==> src/rtl/alu_issue_stage.sv <==
// ALU issue stage: 2-entry operand FIFO feeding a combinational unit,
// with a registered result stage and a wrap-around completion counter.
module alu_issue_stage #(
  parameter int WIDTH = 32,
  parameter int OPW   = 3,
  parameter int CNTW  = 16
) (
  input  logic             clk,
  input  logic             rst_n,
  input  logic             flush,
  input  logic             in_valid,
  output logic             in_ready,
  input  logic [WIDTH-1:0] in_a,
  input  logic [WIDTH-1:0] in_b,
  input  logic [OPW-1:0]   in_op,
  output logic [WIDTH-1:0] alu_a,
  output logic [WIDTH-1:0] alu_b,
  output logic [OPW-1:0]   alu_op,
  input  logic [WIDTH-1:0] alu_res,
  output logic             out_valid,
  input  logic             out_ready,
  output logic [WIDTH-1:0] out_res,
  output logic [OPW-1:0]   out_op,
  output logic             out_zero,
  output logic [CNTW-1:0]  done_cnt
);

  typedef struct packed {
    logic [WIDTH-1:0] a;
    logic [WIDTH-1:0] b;
    logic [OPW-1:0]   op;
  } ent_t;

  ent_t       mem [2];
  logic       wp;
  logic       rp;
  logic [1:0] cnt;
  logic       push;
  logic       pop;
  logic       hs;

  // Readiness depends only on FIFO occupancy, never on out_ready.
  assign in_ready = (cnt < 2'd2) && rst_n;
  assign push     = in_valid && in_ready;
  assign pop      = (cnt != 2'd0) && (!out_valid || out_ready);
  assign hs       = out_valid && out_ready;

  assign alu_a  = mem[rp].a;
  assign alu_b  = mem[rp].b;
  assign alu_op = mem[rp].op;

  always_ff @(posedge clk) begin
    if (push && !flush) begin
      mem[wp] <= '{a: in_a, b: in_b, op: in_op};
    end
  end

  always_ff @(posedge clk) begin
    if (!rst_n || flush) begin
      wp  <= 1'b0;
      rp  <= 1'b0;
      cnt <= 2'd0;
    end else begin
      if (push) wp <= ~wp;
      if (pop)  rp <= ~rp;
      unique case (1'b1)
        push && !pop: cnt <= cnt + 2'd1;
        !push && pop: cnt <= cnt - 2'd1;
        default:      cnt <= cnt;
      endcase
    end
  end

  always_ff @(posedge clk) begin
    if (!rst_n) begin
      out_valid <= 1'b0;
      out_res   <= '0;
      out_op    <= '0;
      out_zero  <= 1'b0;
    end else if (flush) begin
      out_valid <= 1'b0;
    end else if (pop) begin
      out_valid <= 1'b1;
      out_res   <= alu_res;
      out_op    <= mem[rp].op;
      out_zero  <= (alu_res == '0);
    end else if (hs) begin
      out_valid <= 1'b0;
    end
  end

  // A handshake coinciding with flush still completes.
  always_ff @(posedge clk) begin
    if (!rst_n) begin
      done_cnt <= '0;
    end else if (hs) begin
      done_cnt <= done_cnt + 1'b1;
    end
  end

endmodule

==> config.mk <==
export PLATFORM = sky130hd
export DESIGN_NAME = alu_issue_stage
export DESIGN_NICKNAME = d
export VERILOG_FILES = /design/src/rtl/alu_issue_stage.sv
export SDC_FILE = /design/constraint.sdc
export NUM_CORES = 1
export LEC_CHECK = 0
export CORE_UTILIZATION = 50
export DETAILED_ROUTE_END_ITERATION = 6
export GPL_ROUTABILITY_DRIVEN = 0
export GPL_TIMING_DRIVEN = 0
export PLACE_DENSITY_LB_ADDON = 0.25
export SETUP_SLACK_MARGIN = 0.05
export SLEW_MARGIN = 25
export SYNTH_ARGS = -nofsm -noshare
export SYNTH_HDL_FRONTEND = slang
export SYNTH_SLANG_ARGS = --single-unit
==> constraint.sdc <==
create_clock -name clk -period 13.6 [get_ports clk]
set_input_delay 2.72 -clock clk [delete_from_list [all_inputs] [get_ports clk]]
set_output_delay 2.72 -clock clk [all_outputs]
set_load 0.03 [all_outputs]
# ---- Word-level counts from Yosys, hierarchy flattened
# Memories as Yosys holds them, arrays and structs flattened. A register that Yosys moved wholly into a read port is not among the register bits.
# Index checks and enable logic that the tools add are counted.
dict set report word_totals {
  n_memories 1
  output_inout_bits 121
  mem_bits_rw 134
  reg_bits 57
  wordCells 44
  input_bits 104
}
# memory depth word_bits rd rd_ports_with_merged_regs wr line_no
set mem_list {}
lappend mem_list {mem 2 67 1 1 1 34} ;# ent_t mem [2];
dict set report classes {
  muxes 7
  n_addsub 3
  n_bitwise 4
  magnitude_cmp 1
  reduce_logical 20
}
# operator count
set op_table {}
lappend op_table {{32-bit logical NOT} 1}
lappend op_table {{16-bit by 1-bit adder with 16-bit output (second input constant)} 1}
lappend op_table {{1-bit logical AND} 7}
lappend op_table {{1-bit 2-to-1 mux} 6}
lappend op_table {{2-bit nonzero test} 3}
lappend op_table {{1-bit logical NOT} 5}
lappend op_table {{1-bit inverter} 4}
lappend op_table {{2-bit case mux with 2 select lines} 1}
lappend op_table {{2-bit by 1-bit adder with 2-bit output (second input constant)} 1}
lappend op_table {{1-bit logical OR} 2}
lappend op_table {{2-bit less-than comparator (second input constant)} 1}
lappend op_table {{2-bit AND reduction} 1}
lappend op_table {{2-bit OR reduction} 1}
lappend op_table {{2-bit by 1-bit subtractor with 2-bit output (second input constant)} 1}

# ---- Depth between registers and ports, before layout
# Gate-level depths: netlist of run 1.
dict set report depth {
  depth_word 6
  depth_mapped 6
  mapped_depth_nobuf 6
}

# ---- Worst setup path before layout of run 1
# Ideal clock, no wire load.
dict set report synth_timing {
  path_type {input-to-reg}
  start {input port rst_n}
  end {memory mem[1][0] (netlist bit) (enable)}
  t_required_ns 13.010
  n_path_buf 0
  stages 3
  setup_ns 0.590
  arrival_time_ns 8.383
  setup_slack_ns 4.628
  cell_sequence {nor2b_1 -> nand2_1 -> nor3b_1}
}
dict set report synth_between {
  elab_chain_cells 5
}
# element line_no
set synth_rtl {}
lappend synth_rtl {{start, declared} 9} ;# input logic rst_n,
lappend synth_rtl {{1-bit logical AND} 43} ;# assign in_ready = (cnt < 2'd2) && rst_n;
lappend synth_rtl {{1-bit logical AND} 44} ;# assign push = in_valid && in_ready;
lappend synth_rtl {{1-bit logical AND} 53} ;# if (push && !flush) begin
lappend synth_rtl {{1-bit 2-to-1 mux} 53}
lappend synth_rtl {{1-bit 2-to-1 mux (not written as such)} 54} ;# mem[wp] <= '{a: in_a, b: in_b, op: in_op};
lappend synth_rtl {{end, declared} 34}
# No other way between the ends.

# ---- Worst setup path after layout of run 1
dict set report layout_timing {
  start {input port rst_n}
  end {output port in_ready}
}
dict set report layout_between {
  elab_chain_cells 1
}
# element line_no
set layout_rtl {}
lappend layout_rtl {{1-bit logical AND} 43}
lappend layout_rtl {{end, declared} 12} ;# output logic in_ready,
# No other way between the ends.

==> impl_metrics.env, run 1 <==
export IMPL_end_kind="primary output"
export IMPL_drv_cap=0
export IMPL_cts_buffer_depth=2
export IMPL_period_share_pct=51.8
export IMPL_seq_area_frac_synth_pct=73.2
export IMPL_critPathBufInv=2
export IMPL_hold_viol=0
export IMPL_cp_depth=3
export IMPL_final_common_cell="clkdlybuf4s50_1"
export IMPL_setup_viol=0
export IMPL_drt_pre_antenna_iters=4
export IMPL_whs_path_depth=2
export IMPL_rsz0062_at_grt="false"
export IMPL_reg2reg_slack_ns=11.41
export IMPL_slew_violations=0
export IMPL_worstPathRequired_ns=10.88
export IMPL_tightestPinTransition_ns=0.597
export IMPL_drc_errors=0
export IMPL_nets=856
export IMPL_postRouteAntennaNets=0
export IMPL_fin_total_pwr_w=0.00125
export IMPL_hp_class="flop to flop"
export IMPL_status="complete, no violations"
export IMPL_synth_area_leader_cell="edfxtp_1"
export IMPL_drtIter0Drc=304
export IMPL_final_setup_tns_ns=0
export IMPL_start_util_pct=51.2
export IMPL_crit_path_top_delay_cell="clkdlybuf4s50_1"
export IMPL_ys_ff_latch=192
export IMPL_final_cell_mix="clkdlybuf4s50_1, edfxtp_1, nand2_1, mux2_2, dfxtp_1"
export IMPL_fmax_mhz=142
export IMPL_critPathKind="primary input to primary output"
export IMPL_avgSynthCellArea_um2=14.4
export IMPL_grt_ovfl_total=0
export IMPL_vdd_drop_max_v=0.0000852
export IMPL_io_buffers=224
export IMPL_cts_setup_buffers=0
export IMPL_areaGrowthSynthToFinish_pct=45.1
export IMPL_worstRegToRegCells=6
export IMPL_cts_repair_resized=0
export IMPL_crit_start="rst_n"
export IMPL_crit_chain="clkdlybuf4s50_1, nor2b_1, clkdlybuf4s50_1"
export IMPL_slowest_delay_ns=0.72
export IMPL_die_h_um=121
export IMPL_finClkSkew_ns=0.00564
export IMPL_critPathMostFrequentCell="clkdlybuf4s50_1"
export IMPL_rows=43
export IMPL_core_area_um2=13800
export IMPL_crit_path_max_fanout=8
export IMPL_drive_gt1_share_pct=15.9
export IMPL_crit_arrival_ns=4.33
export IMPL_wire_per_inst_um=17.0
export IMPL_p_leak_nw=3.41
export IMPL_vias=4870
export IMPL_grt_pass1_wl_um=24300
export IMPL_syn_inst=491
export IMPL_ios=225
export IMPL_clkTransAtPathRegs_ns=0.07
export IMPL_p_per_area_nw_per_um2=122
export IMPL_cts_root_buffer="clkbuf_16"
export IMPL_netlist_area_um2=7090
export IMPL_grt_start_max_net_pins=17
export IMPL_r2r_end="mem[1][38]$_DFFE_PP_"
export IMPL_fin_crit_ns=7.05
export IMPL_timing_rr_start="cnt[1]$_SDFFE_PP0P_"
export IMPL_dieArea_um2=14700
export IMPL_antennaDiodeCount=0
export IMPL_wl_um=16000
export IMPL_cts_tree="built"
export IMPL_yosys_area_top_type_share_pct=56.8
export IMPL_cp_endpoint="in_ready"
export IMPL_cts_num_sinks=192
export IMPL_ys_warn_count=0
export IMPL_start_kind="primary input"
export IMPL_vias_per_cell=5.16
export IMPL_syn_num_nets=597
export IMPL_final_util_pct=74.3
export IMPL_grt_pass1_vias=4897
export IMPL_htreeDepth=4
export IMPL_multiInputGateArea_um2=1810
export IMPL_dp_hpwl_um=11600
export IMPL_yosys_top_cells_area="edfxtp_1, dfxtp_1, mux2_2"
export IMPL_cts_made_buffers=17
export IMPL_ctsHoldBuffers=0
export IMPL_slew_limit_headroom_pct=60.2
export IMPL_path_delay_family="buffers and inverters"
export IMPL_die_w_um=121
export IMPL_ff_latch_area_um2=5180
export IMPL_fill_cells=908
export IMPL_clock_latency_ns=0.43
export IMPL_yosysUniqueCellTypes=30
export IMPL_antenna_found_initial=0
export IMPL_grt_use_total_pct=22.2
## logic make-up (layout without fill, tap and decap cells)
logic type / count (synthesis) / after routing / synth area share [%]
DFF: 192 / 192 / 73.2
buffers and inverters: 25 / 297 / 1.41
muxes: 69 / 69 / 10.9
adders and majority gates: 2 / 2 / 0.353
and+or+nand+nor: 144 / 144 / 9.11
xor gates and xnor gates: 14 / 14 / 1.73
AOI/OAI and AO/OA: 45 / 45 / 3.28
## where the power goes
group	total, W	switching [W]	internal, W
Clock	0.000479	0.000210	0.000269
Sequential	0.000642	0.00000470	0.000637
Combinational	0.000132	0.0000664	0.0000660
Total	0.00125	0.000281	0.000973
## Yosys cell counts, drive strengths merged
cell and n:
or4 2, nand4 5, o21ai 2, nand2 78, or3 3, or2 2, inv 5, nor2b 1
dfxtp 58, nor4 8, mux2i 2, buf 6, mux2 67, nand2b 3, nor3b 1, clkbuf 14
and3 2, xor2 4, ha 2, edfxtp 134, nor2 19, o31ai 3, a21oi 40, nand3 10
and2b 1, nor3 9, xnor2 10
## layer usage
metal | GRT usage (%) | part of all wire [%] | wire [um] | up-vias
met3 | 7.99 | 8.4 | 1350 | 27
met5 | 0 | 0 | 0 | -
li1 | - | - | - | 2306
met4 | 8.18 | 1.7 | 270 | 0
met2 | 37.8 | 50 | 7960 | 185
met1 | 25.6 | 40 | 6420 | 2352
## sequential cells by signal, summed over array words and instances, names as in the netlist, named ones only
register,count
cnt,2
done_cnt,16
mem,134
out_op,3
out_res,32
out_valid,1
out_zero,1
rp,1
wp,1
## worst min-delay path, delay by kind of cell (launching register included)
kind / cells / cell delay [ns]
AOI/OAI and AO/OA: 1 / 0.05
DFF: 1 / 0.31
and+or+nand+nor: 1 / 0.05
## how the worst min path moves through the flow
stage                                   from                        to  slack (ns)
detailed placement  out_res[15]$_SDFFE_PN0P_  out_res[15]$_SDFFE_PN0P_        0.45
global route        out_res[26]$_SDFFE_PN0P_  out_res[26]$_SDFFE_PN0P_        0.47
floorplan                    rp$_SDFFE_PP0P_                      flop        0.48
finish              out_res[13]$_SDFFE_PN0P_  out_res[13]$_SDFFE_PN0P_        0.46
CTS                 out_res[15]$_SDFFE_PN0P_  out_res[15]$_SDFFE_PN0P_        0.46
global placement    out_res[12]$_SDFFE_PN0P_  out_res[12]$_SDFFE_PN0P_        0.44
## stage by stage
step / instance area [um^2] / setup slack (ns) / hold slack (ns) / std cells
5_1_grt: 10300 / 6.46 / 0.473 / 943
3_5_place_dp: 9710 / 6.59 / 0.448 / 911
3_3_place_gp: 9550 / 1.83 / 0.441 / 895
4_1_cts: 10300 / 6.55 / 0.458 / 943
6_report: 10300 / 6.55 / 0.456 / 943
2_1_floorplan: 7090 / 4.63 / 0.481 / 491
## area by class of cell
| type | instances | share of cell area (%) |
|---|---|---|
| tap | 180 | 2.19 |
| clock buffer | 18 | 4.18 |
| timing repair buffer | 240 | 23.2 |
| inverter | 5 | 0.183 |
| buffer | 20 | 0.791 |
| multi-input combinational | 274 | 17.6 |
| clock inverter | 14 | 1.40 |
| sequential | 192 | 50.4 |
(Power assumes the default switching activity.)
==> run 2, diff against run 1 <==
--- a/config.mk
+++ b/config.mk
@@ -5,7 +5,7 @@
 export SDC_FILE = /design/constraint.sdc
 export NUM_CORES = 1
 export LEC_CHECK = 0
-export CORE_UTILIZATION = 50
+export CORE_UTILIZATION = 46
 export DETAILED_ROUTE_END_ITERATION = 6
 export GPL_ROUTABILITY_DRIVEN = 0
 export GPL_TIMING_DRIVEN = 0
==> constraint.sdc (replaced) <==
create_clock -name clk -period 7.2 [get_ports clk]
set_input_delay 1.44 -clock clk [delete_from_list [all_inputs] [get_ports clk]]
set_output_delay 1.44 -clock clk [all_outputs]
set_load 0.03 [all_outputs]
==> impl_metrics.env, run 2 (synthesis gave the netlist of run 1 again) <==
export IMPL_rows=44
export IMPL_placed_area_um2=9710
export IMPL_status="complete, no violations"
export IMPL_largestRegisters="mem x134, out_res x32, done_cnt x16"
export IMPL_drv_cap=0
export IMPL_final_common_cell="clkdlybuf4s50_1"
export IMPL_die_w_um=126
export IMPL_crit_arrival_ns=3.02
export IMPL_hold_viol=0
export IMPL_drt_pre_antenna_iters=4
export IMPL_nets=850
export IMPL_postRouteAntennaNets=0
export IMPL_slew_limit_headroom_pct=54.8
export IMPL_p_per_area_nw_per_um2=233
export IMPL_slew_violations=0
export IMPL_crit_path_top_delay_cell="clkdlybuf4s50_1"
export IMPL_period_share_pct=62.0
export IMPL_crit_chain="clkdlybuf4s50_1, nor2b_1, clkdlybuf4s50_1"
export IMPL_worstPathRequired_ns=5.76
export IMPL_ctsHoldBuffers=0
export IMPL_wl_um=16000
export IMPL_crit_path_max_fanout=8
export IMPL_antenna_found_initial=0
export IMPL_min_from="out_res[24]$_SDFFE_PN0P_"
export IMPL_finClkSkew_ns=0.00834
export IMPL_die_h_um=126
export IMPL_final_setup_tns_ns=0
export IMPL_grt_use_total_pct=20.6
export IMPL_final_cell_mix="clkdlybuf4s50_1, edfxtp_1, nand2_1, mux2_2, dfxtp_1"
export IMPL_hp_class="flop to flop"
export IMPL_start_kind="primary input"
export IMPL_vias_per_cell=5.11
export IMPL_vias=4804
export IMPL_whs_endpoint="out_res[24]$_SDFFE_PN0P_"
export IMPL_antennaDiodeCount=0
export IMPL_whs_path_depth=2
export IMPL_drtIter0Drc=288
export IMPL_setup_viol=0
export IMPL_wire_per_inst_um=17.0
export IMPL_largest_reg_flops=134
export IMPL_multiInputGateArea_um2=1820
export IMPL_rsz0062_at_grt="false"
export IMPL_cts_setup_buffers=0
export IMPL_grt_start_max_net_pins=17
export IMPL_grt_pass1_wl_um=24900
export IMPL_start_util_pct=48.0
export IMPL_fin_crit_ns=4.46
export IMPL_cts_root_buffer="clkbuf_16"
export IMPL_worstRegToRegCells=6
export IMPL_hold_slack_ns=0.453
export IMPL_grt_ovfl_total=0
export IMPL_cts_repair_resized=0
export IMPL_htreeDepth=4
export IMPL_tightestPinTransition_ns=0.678
export IMPL_areaGrowthSynthToFinish_pct=45.5
export IMPL_dp_hpwl_um=11600
export IMPL_slowest_delay_ns=0.72
export IMPL_grt_pass1_vias=4870
export IMPL_drc_errors=0
export IMPL_cts_num_sinks=192
export IMPL_core_area_um2=14800
export IMPL_reg2reg_slack_ns=4.98
export IMPL_fmax_mhz=224
export IMPL_regMostFlops="mem"
export IMPL_ff_latch_area_um2=5180
export IMPL_critPathKind="primary input to primary output"
export IMPL_critPathMostFrequentCell="clkdlybuf4s50_1"
export IMPL_clkTransAtPathRegs_ns=0.07
export IMPL_cts_buffer_depth=2
export IMPL_cts_made_buffers=17
export IMPL_ios=225
export IMPL_fill_cells=1032
export IMPL_io_buffers=224
export IMPL_cts_tree="built"
export IMPL_drive_gt1_share_pct=15.5
export IMPL_final_util_pct=69.9
export IMPL_dieArea_um2=15900
export IMPL_p_leak_nw=3.41
export IMPL_vdd_drop_max_v=0.000147
export IMPL_clock_latency_ns=0.43
export IMPL_end_kind="primary output"
export IMPL_timing_rr_start="cnt[1]$_SDFFE_PP0P_"
export IMPL_postLayoutCellArea_um2=10300
export IMPL_r2r_end="mem[1][40]$_DFFE_PP_"
## run 2: cell count changes in the layout (fill, tap and decap cells not counted), moves of 2 or more
| cell | change |
|---|---|
| buf_4 | -10 |
| buf_8 | +5 |
| clkinv_2 | +2 |
| clkinvlp_4 | -2 |
## run 2: worst max path at each step
stage	from	to	slack, ns	depth (start not counted)
floorplan	rst_n	mem[1][0]$_DFFE_PP_	1.87	3
global route	flop	alu_b[28]	2.61	4
finish	rst_n	in_ready	2.74	3
detailed placement	rst_n	in_ready	2.73	3
CTS	rst_n	in_ready	2.72	3
global placement	rst_n	mem[1][35]$_DFFE_PP_	0.24	4
## run 2: report_power, final
| part | leakage (nW) | switching, W | internal (W) |
|---|---|---|---|
| clock network | 0.280 | 0.000395 | 0.000543 |
| registers | 1.69 | 0.00000892 | 0.00120 |
| logic | 1.44 | 0.000126 | 0.000125 |
| total | 3.41 | 0.000530 | 0.00187 |
## run 2: metrics by stage
step                      setup slack [ns]  cells  total power, W
after floorplan                       1.87    491         0.00135
after detailed placement              2.73    909         0.00149
after global placement               0.241    899         0.00148
after CTS                             2.72    941         0.00242
after global routing                  2.61    941         0.00248
final                                 2.74    941         0.00240
## run 2: cell type report
class	instances	area share, %
Inverter	5	0.182
Multi-Input combinational cell	274	17.7
Tap cell	184	2.23
Sequential cell	192	50.3
Clock buffer	17	4.13
Buffer	20	0.789
Timing Repair Buffer	234	23.0
Clock inverter	15	1.65
## run 2: per-layer routing
layer / share of wire (%) / track usage, %
met2: 50 / 35.8
met4: 0.91 / 6.02
met3: 9.4 / 9.01
met5: 0 / 0
met1: 40 / 22.8
## run 2: worst max-delay path, delay by kind of cell
kind,cells,cell delay [ns]
simple gates,1,0.22
buf+inv,2,1.35
